### src/rtl/serial_add_ctrl_if.sv
// Request/response bundle between a requesting unit and serial_add_ctrl.
//   start  : request strobe (requester -> adder)
//   op_a   : operand A, WIDTH bits
//   op_b   : operand B, WIDTH bits
//   cin    : carry-in
//   busy   : high while the serial addition runs (adder -> requester)
//   done   : one-cycle pulse, result valid from this cycle
//   sum    : registered WIDTH-bit result, held until the next accepted start
//   cout   : registered final carry, held with sum
interface serial_add_ctrl_if #(
    parameter int unsigned WIDTH = 8
);
    logic             start;
    logic [WIDTH-1:0] op_a;
    logic [WIDTH-1:0] op_b;
    logic             cin;
    logic             busy;
    logic             done;
    logic [WIDTH-1:0] sum;
    logic             cout;

    // Requesting unit side
    modport master (
        output start, op_a, op_b, cin,
        input  busy, done, sum, cout
    );

    // Adder controller side
    modport slave (
        input  start, op_a, op_b, cin,
        output busy, done, sum, cout
    );
endinterface

### src/rtl/serial_add_ctrl.sv
// Bit-serial adder controller. Time-shares one external full-adder cell to
// compute {cout, sum} = op_a + op_b + cin, LSB first, one bit per cycle.
//   clk   : system clock, rising edge
//   rst_n : synchronous active-low reset
//   bus   : request/response bundle (serial_add_ctrl_if.slave)
//   fa_a  : full-adder input a (operand A bit), 0 outside RUN
//   fa_b  : full-adder input b (operand B bit), 0 outside RUN
//   fa_c  : full-adder input c (carry feedback), 0 outside RUN
//   fa_x  : full-adder sum output
//   fa_y  : full-adder carry-out
module serial_add_ctrl #(
    parameter int unsigned WIDTH = 8
) (
    input  logic                  clk,
    input  logic                  rst_n,
    serial_add_ctrl_if.slave      bus,
    output logic                  fa_a,
    output logic                  fa_b,
    output logic                  fa_c,
    input  logic                  fa_x,
    input  logic                  fa_y
);

    localparam int unsigned CNT_W_RAW = $clog2(WIDTH + 1);
    localparam int unsigned CNT_W     = (CNT_W_RAW < 1) ? 1 : CNT_W_RAW;
    localparam logic [CNT_W-1:0] LAST_CNT = CNT_W'(WIDTH - 1);

    typedef enum logic [1:0] {
        S_IDLE = 2'd0,
        S_RUN  = 2'd1,
        S_DONE = 2'd2
    } state_t;

    state_t            state;
    state_t            state_next;

    logic [WIDTH-1:0]  sh_a;
    logic [WIDTH-1:0]  sh_b;
    logic              carry;
    logic [CNT_W-1:0]  cnt;
    logic [WIDTH-1:0]  res;
    logic [WIDTH-1:0]  res_shift;

    logic              load;
    logic              step;
    logic              last;

    // Result assembly: new sum bit enters at the MSB, earlier bits move down.
    if (WIDTH == 1) begin : g_res_w1
        assign res_shift = fa_x;
    end else begin : g_res_wn
        assign res_shift = {fa_x, res[WIDTH-1:1]};
    end

    // State register
    always_ff @(posedge clk) begin
        if (!rst_n) begin
            state <= S_IDLE;
        end else begin
            state <= state_next;
        end
    end

    // Next-state decode and full-adder drive
    always_comb begin
        state_next = state;
        load       = 1'b0;
        step       = 1'b0;
        last       = 1'b0;
        fa_a       = 1'b0;
        fa_b       = 1'b0;
        fa_c       = 1'b0;
        case (state)
            S_IDLE: begin
                if (bus.start) begin
                    load       = 1'b1;
                    state_next = S_RUN;
                end
            end
            S_RUN: begin
                step = 1'b1;
                fa_a = sh_a[0];
                fa_b = sh_b[0];
                fa_c = carry;
                if (cnt == LAST_CNT) begin
                    last       = 1'b1;
                    state_next = S_DONE;
                end
            end
            S_DONE: begin
                state_next = S_IDLE;
            end
            default: begin
                state_next = S_IDLE;
            end
        endcase
    end

    // Operand shifters, carry feedback, bit counter and partial result
    always_ff @(posedge clk) begin
        if (!rst_n) begin
            sh_a  <= '0;
            sh_b  <= '0;
            carry <= 1'b0;
            cnt   <= '0;
            res   <= '0;
        end else if (load) begin
            sh_a  <= bus.op_a;
            sh_b  <= bus.op_b;
            carry <= bus.cin;
            cnt   <= '0;
            res   <= '0;
        end else if (step) begin
            sh_a  <= sh_a >> 1;
            sh_b  <= sh_b >> 1;
            carry <= fa_y;
            cnt   <= cnt + CNT_W'(1);
            res   <= res_shift;
        end
    end

    // Held result, captured on the final bit of a run
    always_ff @(posedge clk) begin
        if (!rst_n) begin
            bus.sum  <= '0;
            bus.cout <= 1'b0;
        end else if (last) begin
            bus.sum  <= res_shift;
            bus.cout <= fa_y;
        end
    end

    // Status flags registered from the next state so they track state exactly
    always_ff @(posedge clk) begin
        if (!rst_n) begin
            bus.busy <= 1'b0;
            bus.done <= 1'b0;
        end else begin
            bus.busy <= (state_next == S_RUN);
            bus.done <= (state_next == S_DONE);
        end
    end

endmodule

### src/flat_wrapper.sv
// flat-port wrapper written by rule: the top's interface ports become plain ports
module serial_add_ctrl_flat 
#(
    parameter int unsigned WIDTH = 8
)
  (clk, rst_n, fa_a, fa_b, fa_c, fa_x, fa_y, bus_start, bus_op_a, bus_op_b, bus_cin, bus_busy, bus_done, bus_sum, bus_cout);
  serial_add_ctrl_if #(.WIDTH(WIDTH)) bus_i ();
  input  logic clk;
  input  logic rst_n;
  output logic fa_a;
  output logic fa_b;
  output logic fa_c;
  input  logic fa_x;
  input  logic fa_y;
  input wire logic [$bits(bus_i.start)-1:0] bus_start;
  input wire logic [$bits(bus_i.op_a)-1:0] bus_op_a;
  input wire logic [$bits(bus_i.op_b)-1:0] bus_op_b;
  input wire logic [$bits(bus_i.cin)-1:0] bus_cin;
  output wire logic [$bits(bus_i.busy)-1:0] bus_busy;
  output wire logic [$bits(bus_i.done)-1:0] bus_done;
  output wire logic [$bits(bus_i.sum)-1:0] bus_sum;
  output wire logic [$bits(bus_i.cout)-1:0] bus_cout;
  assign bus_i.start = bus_start;
  assign bus_i.op_a = bus_op_a;
  assign bus_i.op_b = bus_op_b;
  assign bus_i.cin = bus_cin;
  assign bus_busy = bus_i.busy;
  assign bus_done = bus_i.done;
  assign bus_sum = bus_i.sum;
  assign bus_cout = bus_i.cout;
  serial_add_ctrl #(.WIDTH(WIDTH)) u_core (.clk(clk), .rst_n(rst_n), .bus(bus_i), .fa_a(fa_a), .fa_b(fa_b), .fa_c(fa_c), .fa_x(fa_x), .fa_y(fa_y));
endmodule
### config.mk
export PLATFORM = sky130hd
export DESIGN_NAME = serial_add_ctrl_flat
export DESIGN_NICKNAME = d
export VERILOG_FILES = /design/src/rtl/serial_add_ctrl_if.sv /design/src/rtl/serial_add_ctrl.sv /design/src/flat_wrapper.sv
export SDC_FILE = /design/constraint.sdc
export NUM_CORES = 1
export LEC_CHECK = 0
export ABC_AREA = 1
export ABC_CLOCK_PERIOD_IN_PS = 3700
export CAP_MARGIN = 20
export CORE_AREA = 4 4 63 65
export CTS_BUF_LIST = sky130_fd_sc_hd__clkbuf_16
export CTS_CLUSTER_DIAMETER = 100
export DETAILED_ROUTE_END_ITERATION = 8
export DIE_AREA = 0 0 67 69
export PLACE_DENSITY_LB_ADDON = 0.08
export SETUP_SLACK_MARGIN = 0.3
export SYNTH_ARGS = -nofsm -noshare
export SYNTH_HDL_FRONTEND = slang
export SYNTH_SLANG_ARGS = --single-unit
### constraint.sdc
create_clock -name clk -period 3.7 [get_ports clk]
set_clock_uncertainty 0.15 [all_clocks]
set_input_delay 0.74 -clock clk [delete_from_list [all_inputs] [get_ports clk]]
set_output_delay 0.74 -clock clk [all_outputs]
set_load 0.02 [all_outputs]
# Yosys cells after proc, flatten, opt, wreduce, memory -nomap -nowiden
# Cells that the tools add are included.
[word_totals]
regBits = 42
in_bits = 22
elab_cells = 36
[classes]
n_addsub = 1
eq_ne = 4
mux = 17
bitwise = 1
n_reduce_logical = 3
[ops]
columns = ["op", "n"]
rows = [
  ["$mux 8", 4],
  ["$mux 1", 10],
  ["$add 4x1->4 const B", 1],
  ["$eq 2x1->1 const B", 2],
  ["$eq 4x3->1 const B", 1],
  ["$mux 2", 2],
  ["$pmux 2 s2", 1],
  ["$eq 2x2->1 const B", 1],
  ["$logic_not 2->1", 1],
  ["$reduce_bool 2->1", 1],
  ["$reduce_or 2->1", 1],
  ["$not 1->1", 1],
]

# Depth between registers and ports, before layout
[logic_depth]
depth_word = 4
depth_mapped = 7
ltp_nobuf = 7

# Worst setup path after synthesis
# Ideal clock, no wire load.
[synth_timing]
kind = "reg-to-output"
startpoint = "reg u_core.state[1]"
endpoint = "out fa_a"
arrival_ps = 941
t_required_ps = 2810
path_slack_ps = 1869
stages_incl_launch_ff = 5
path_cell_list = "dfxtp_1 > inv_2 > nand2_2 > buf_2 > nor2_1"
[synth_between]
elab_chain_cells = 2
[synth_rtl]
columns = ["item", "line_no", "rtl"]
rows = [
  ["from (decl)", "serial_add_ctrl.sv:34", "state_t state;"],
  ["from (signal assigned)", "serial_add_ctrl.sv:60", "state <= state_next;"],
  ["$eq 2x1->1", "serial_add_ctrl.sv:73", "case (state)"],
  ["$mux 1", "serial_add_ctrl.sv:73", ""],
  ["to (decl)", "flat_wrapper.sv:10", "output logic fa_a;"],
]
# Every way passes these cells.

# Final worst setup path
[layout_timing]
startpoint = "reg u_core.state[0]"
endpoint = "out fa_c"
[layout_between]
elab_chain_cells = 2
[layout_rtl]
columns = ["item", "line_no", "rtl"]
rows = [
  ["$eq 2x1->1", "serial_add_ctrl.sv:73", ""],
  ["$mux 1", "serial_add_ctrl.sv:73", ""],
  ["to (decl)", "flat_wrapper.sv:12", "output logic fa_c;"],
]
# Every way passes these cells.

==> metrics.md <==
| Metric | Value |
|---|---|
| Switching power total | `around 0.23 mW` |
| Post-CTS setup buffers | `0` |
| CTS tree | `built` |
| First-pass GRT wire length | `6170 um` |
| Critical Path RT | `approximately 2.8 ns` |
| Largest net degree at the start of global routing | `33` |
| Die Ht | `about 69 um` |
| Initial antenna violation count | `0` |
| Setup_tns | `0 ns` |
| FMAX | `between 300 and 400 MHz` |
| Internal power | `roughly 0.76 mW` |
| PwrDens | `approximately 440 mW/mm^2` |
| Syn avg cell area | `7.14 um^2` |
| Site row count | `21` |
| Dpl hpwl | `between 2000 and 2500 um` |
| Crit start category | `flip-flop` |
| CTS resizes | `0` |
| Layout fillers | `just under 300` |
| Commonest non-fill, non-tap cells in the layout | `55 x nand2_1, 43 x nor2_1, 41 x dfxtp_1` |
| Drt pass-1 iters | `4` |
| Hold_ws | `slightly below 0.3 ns` |
| Syn nets | `around 270` |
| Number of port buffers | `35` |
| Static Leak | `a little under 0.9 nW` |
| Crit. End Element | `primary output` |
| Synth-to-Final Area Change | `27.5%` |
| Mapped Area | `roughly 0.0018 mm^2` |
| Clock power share | `between 40% and 50%` |
| Syn Inst Count | `approximately 250` |
| Worst Path Arrival | `roughly 1.7 ns` |
| DRT iter0 DRCs | `67` |
| Worst Tran Pin Value | `between 0.8 and 0.9 ns` |
| DRT antenna net count | `0` |
| Vias per std cell | `around 5.0` |
| Ys async rst share | `0%` |
| Final hold violations | `0` |
| Netlist cell types | `20` |
| CP max FO | `18` |
| Total core area | `around 0.0033 mm^2` |
| Num CTS Buffers | `5` |
| Finished Cell Area | `approximately 0.0023 mm^2` |
| DR WL/cell | `roughly 11 um` |
| EDFF count, synth | `0` |
| Hold WC Path Type | `flip-flop to flip-flop` |
| Setup violators final | `0` |
| GPL Wtd Cong | `between 0.7 and 0.8` |
| Overflow after GRT | `0` |
| Total track usage | `16.3%` |
| Ys flop type | `dfxtp_1` |
| Logic gate share of total power | `12.3%` |
| Commonest non-fill, non-tap cell in the layout | `nand2_1` |
| Total power | `roughly 0.99 mW` |
| Post-CTS Hold Buffers | `0` |
| H-Tree Level Count | `2` |
| CTS root buffer | `clkbuf_16` |
| Initial Utilization | `between 50% and 60%` |
| Sw frac | `about a quarter` |
| Post-DP Area | `between 0.002 and 0.0025 mm^2` |
| Post-synthesis sequential area ratio | `a little under half` |
| Vias in the first global route | `1433` |
| Ant. Diodes | `0` |
| Width of the die | `around 67 um` |
| # clock sinks | `41` |
| Slew Limit Headroom | `44.0%` |
| Maximum VDD drop | `0.298 mV` |
| Detailed-route via count | `roughly 1.6k` |
| Status | `complete, no violations` |
| Tmin final | `~2.6 ns` |
| Yosys reg bits | `41` |
| DRC | `0` |
| Final Cycle Share | `between 70% and 80%` |
| Worst-path clk slew | `~0.050 ns` |
| Slew Viols, Final | `0` |
| Share of layout cells above drive strength 1 | `between 4 and 5%` |
| Layout net count | `301` |
| Clock Latency Late Sink | `between 0.2 and 0.3 ns` |
| Ports | `36` |
| Final WL | `3640 um` |
| Non-Filler Instances | `between 300 and 400` |
| Maximum root-to-sink buffer count | `2` |
| CP Class | `flip-flop to primary output` |
| Reg power frac | `between 40% and 50%` |
| RSZ-0062 raised after global routing | `no` |
| Max-Cap Viols | `0` |
| DIE AREA | `around 0.0046 mm^2` |
| Placed cells | `between 300 and 400` |
| Ys Warns | `0` |
-- final timing paths --
check	start	endpoint	slack, ns	cells past startpoint
setup reg to reg	u_core.state[1]$_SDFF_PN0_	u_core.sh_b[4]$_SDFFE_PN0P_	1.71	5
setup / recovery	u_core.state[0]$_SDFF_PN0_	fa_c	1.08	3
hold reg to reg	u_core.bus.sum[3]$_SDFFE_PN0P_	u_core.bus.sum[3]$_SDFFE_PN0P_	0.30	2
hold / removal	u_core.bus.sum[3]$_SDFFE_PN0P_	u_core.bus.sum[3]$_SDFFE_PN0P_	0.30	2
-- layout make-up --
type | count | area (um^2) | area share [%]
clock inverters | 2 | 7.51 | 0.331
multi-input cells | 180 | 836 | 36.9
inverters | 12 | 45.0 | 1.99
repair buffers | 38 | 373 | 16.5
flip-flops and latches | 41 | 821 | 36.2
well taps | 46 | 57.6 | 2.54
clock buffers | 5 | 125 | 5.52
-- flip-flops by register name, indices dropped and copies added (netlist names) --
signal           flops
u_core.sh_b          8
u_core.state         2
u_core.sh_a          8
u_core.bus.busy      1
u_core.res           7
u_core.cnt           4
u_core.bus.sum       8
u_core.bus.cout      1
u_core.carry         1
u_core.bus.done      1
-- critical path: stages, from the launching register on --
cell	delay, ns
dfxtp_1	0.36
nand2_2	0.25
nor2_1	0.21
clkdlybuf4s50_1	0.64
-- logic make-up after synthesis --
family / synth area share, %
AOI/OAI and AO/OA: 15.8
adders and majority gates: 0.704
buffers and inverters: 6.76
DFF: 46.2
and+or+nand+nor: 30.6
-- power by group through the flow --
stage | Combinational [mW] | Sequential, mW | Clock (mW)
CTS | 0.121 | 0.470 | 0.398
detailed placement | 0.120 | 0.479 | 0
floorplan | 0.0799 | 0.478 | 0
finish | 0.121 | 0.470 | 0.394
global placement | 0.119 | 0.479 | 0
global route | 0.137 | 0.472 | 0.417
-- per-layer routing --
layer  GRT usage, %  vias to the layer above  wire [um]
li1               -                      861          -
met1           23.0                      734       1830
met2           24.5                       30       1610
met3           4.06                        5        160
met4           4.73                        0         36
met5              0                        -          0
-- metrics by stage --
step           setup slack, ns  utilization [%]
6_report                  1.08             67.9
5_1_grt                  0.931             67.9
3_3_place_gp             0.911             63.9
2_1_floorplan             1.87                -
3_5_place_dp             0.875             63.9
4_1_cts                   1.07             67.9
-- Yosys cell counts (2+ instances only) --
master | count | area, um^2
nand2_1 | 55 | 206
nor2_1 | 43 | 161
dfxtp_1 | 41 | 821
nand3_1 | 26 | 130
o21ai_0 | 14 | 70.1
a21oi_1 | 13 | 65.1
a21boi_0 | 12 | 90.1
inv_1 | 11 | 41.3
buf_2 | 9 | 45.0
o21ai_1 | 8 | 40.0
clkbuf_1 | 6 | 22.5
a21boi_1 | 2 | 15.0
nor3_1 | 2 | 10.0
Power figures use the tool's default switching activity.
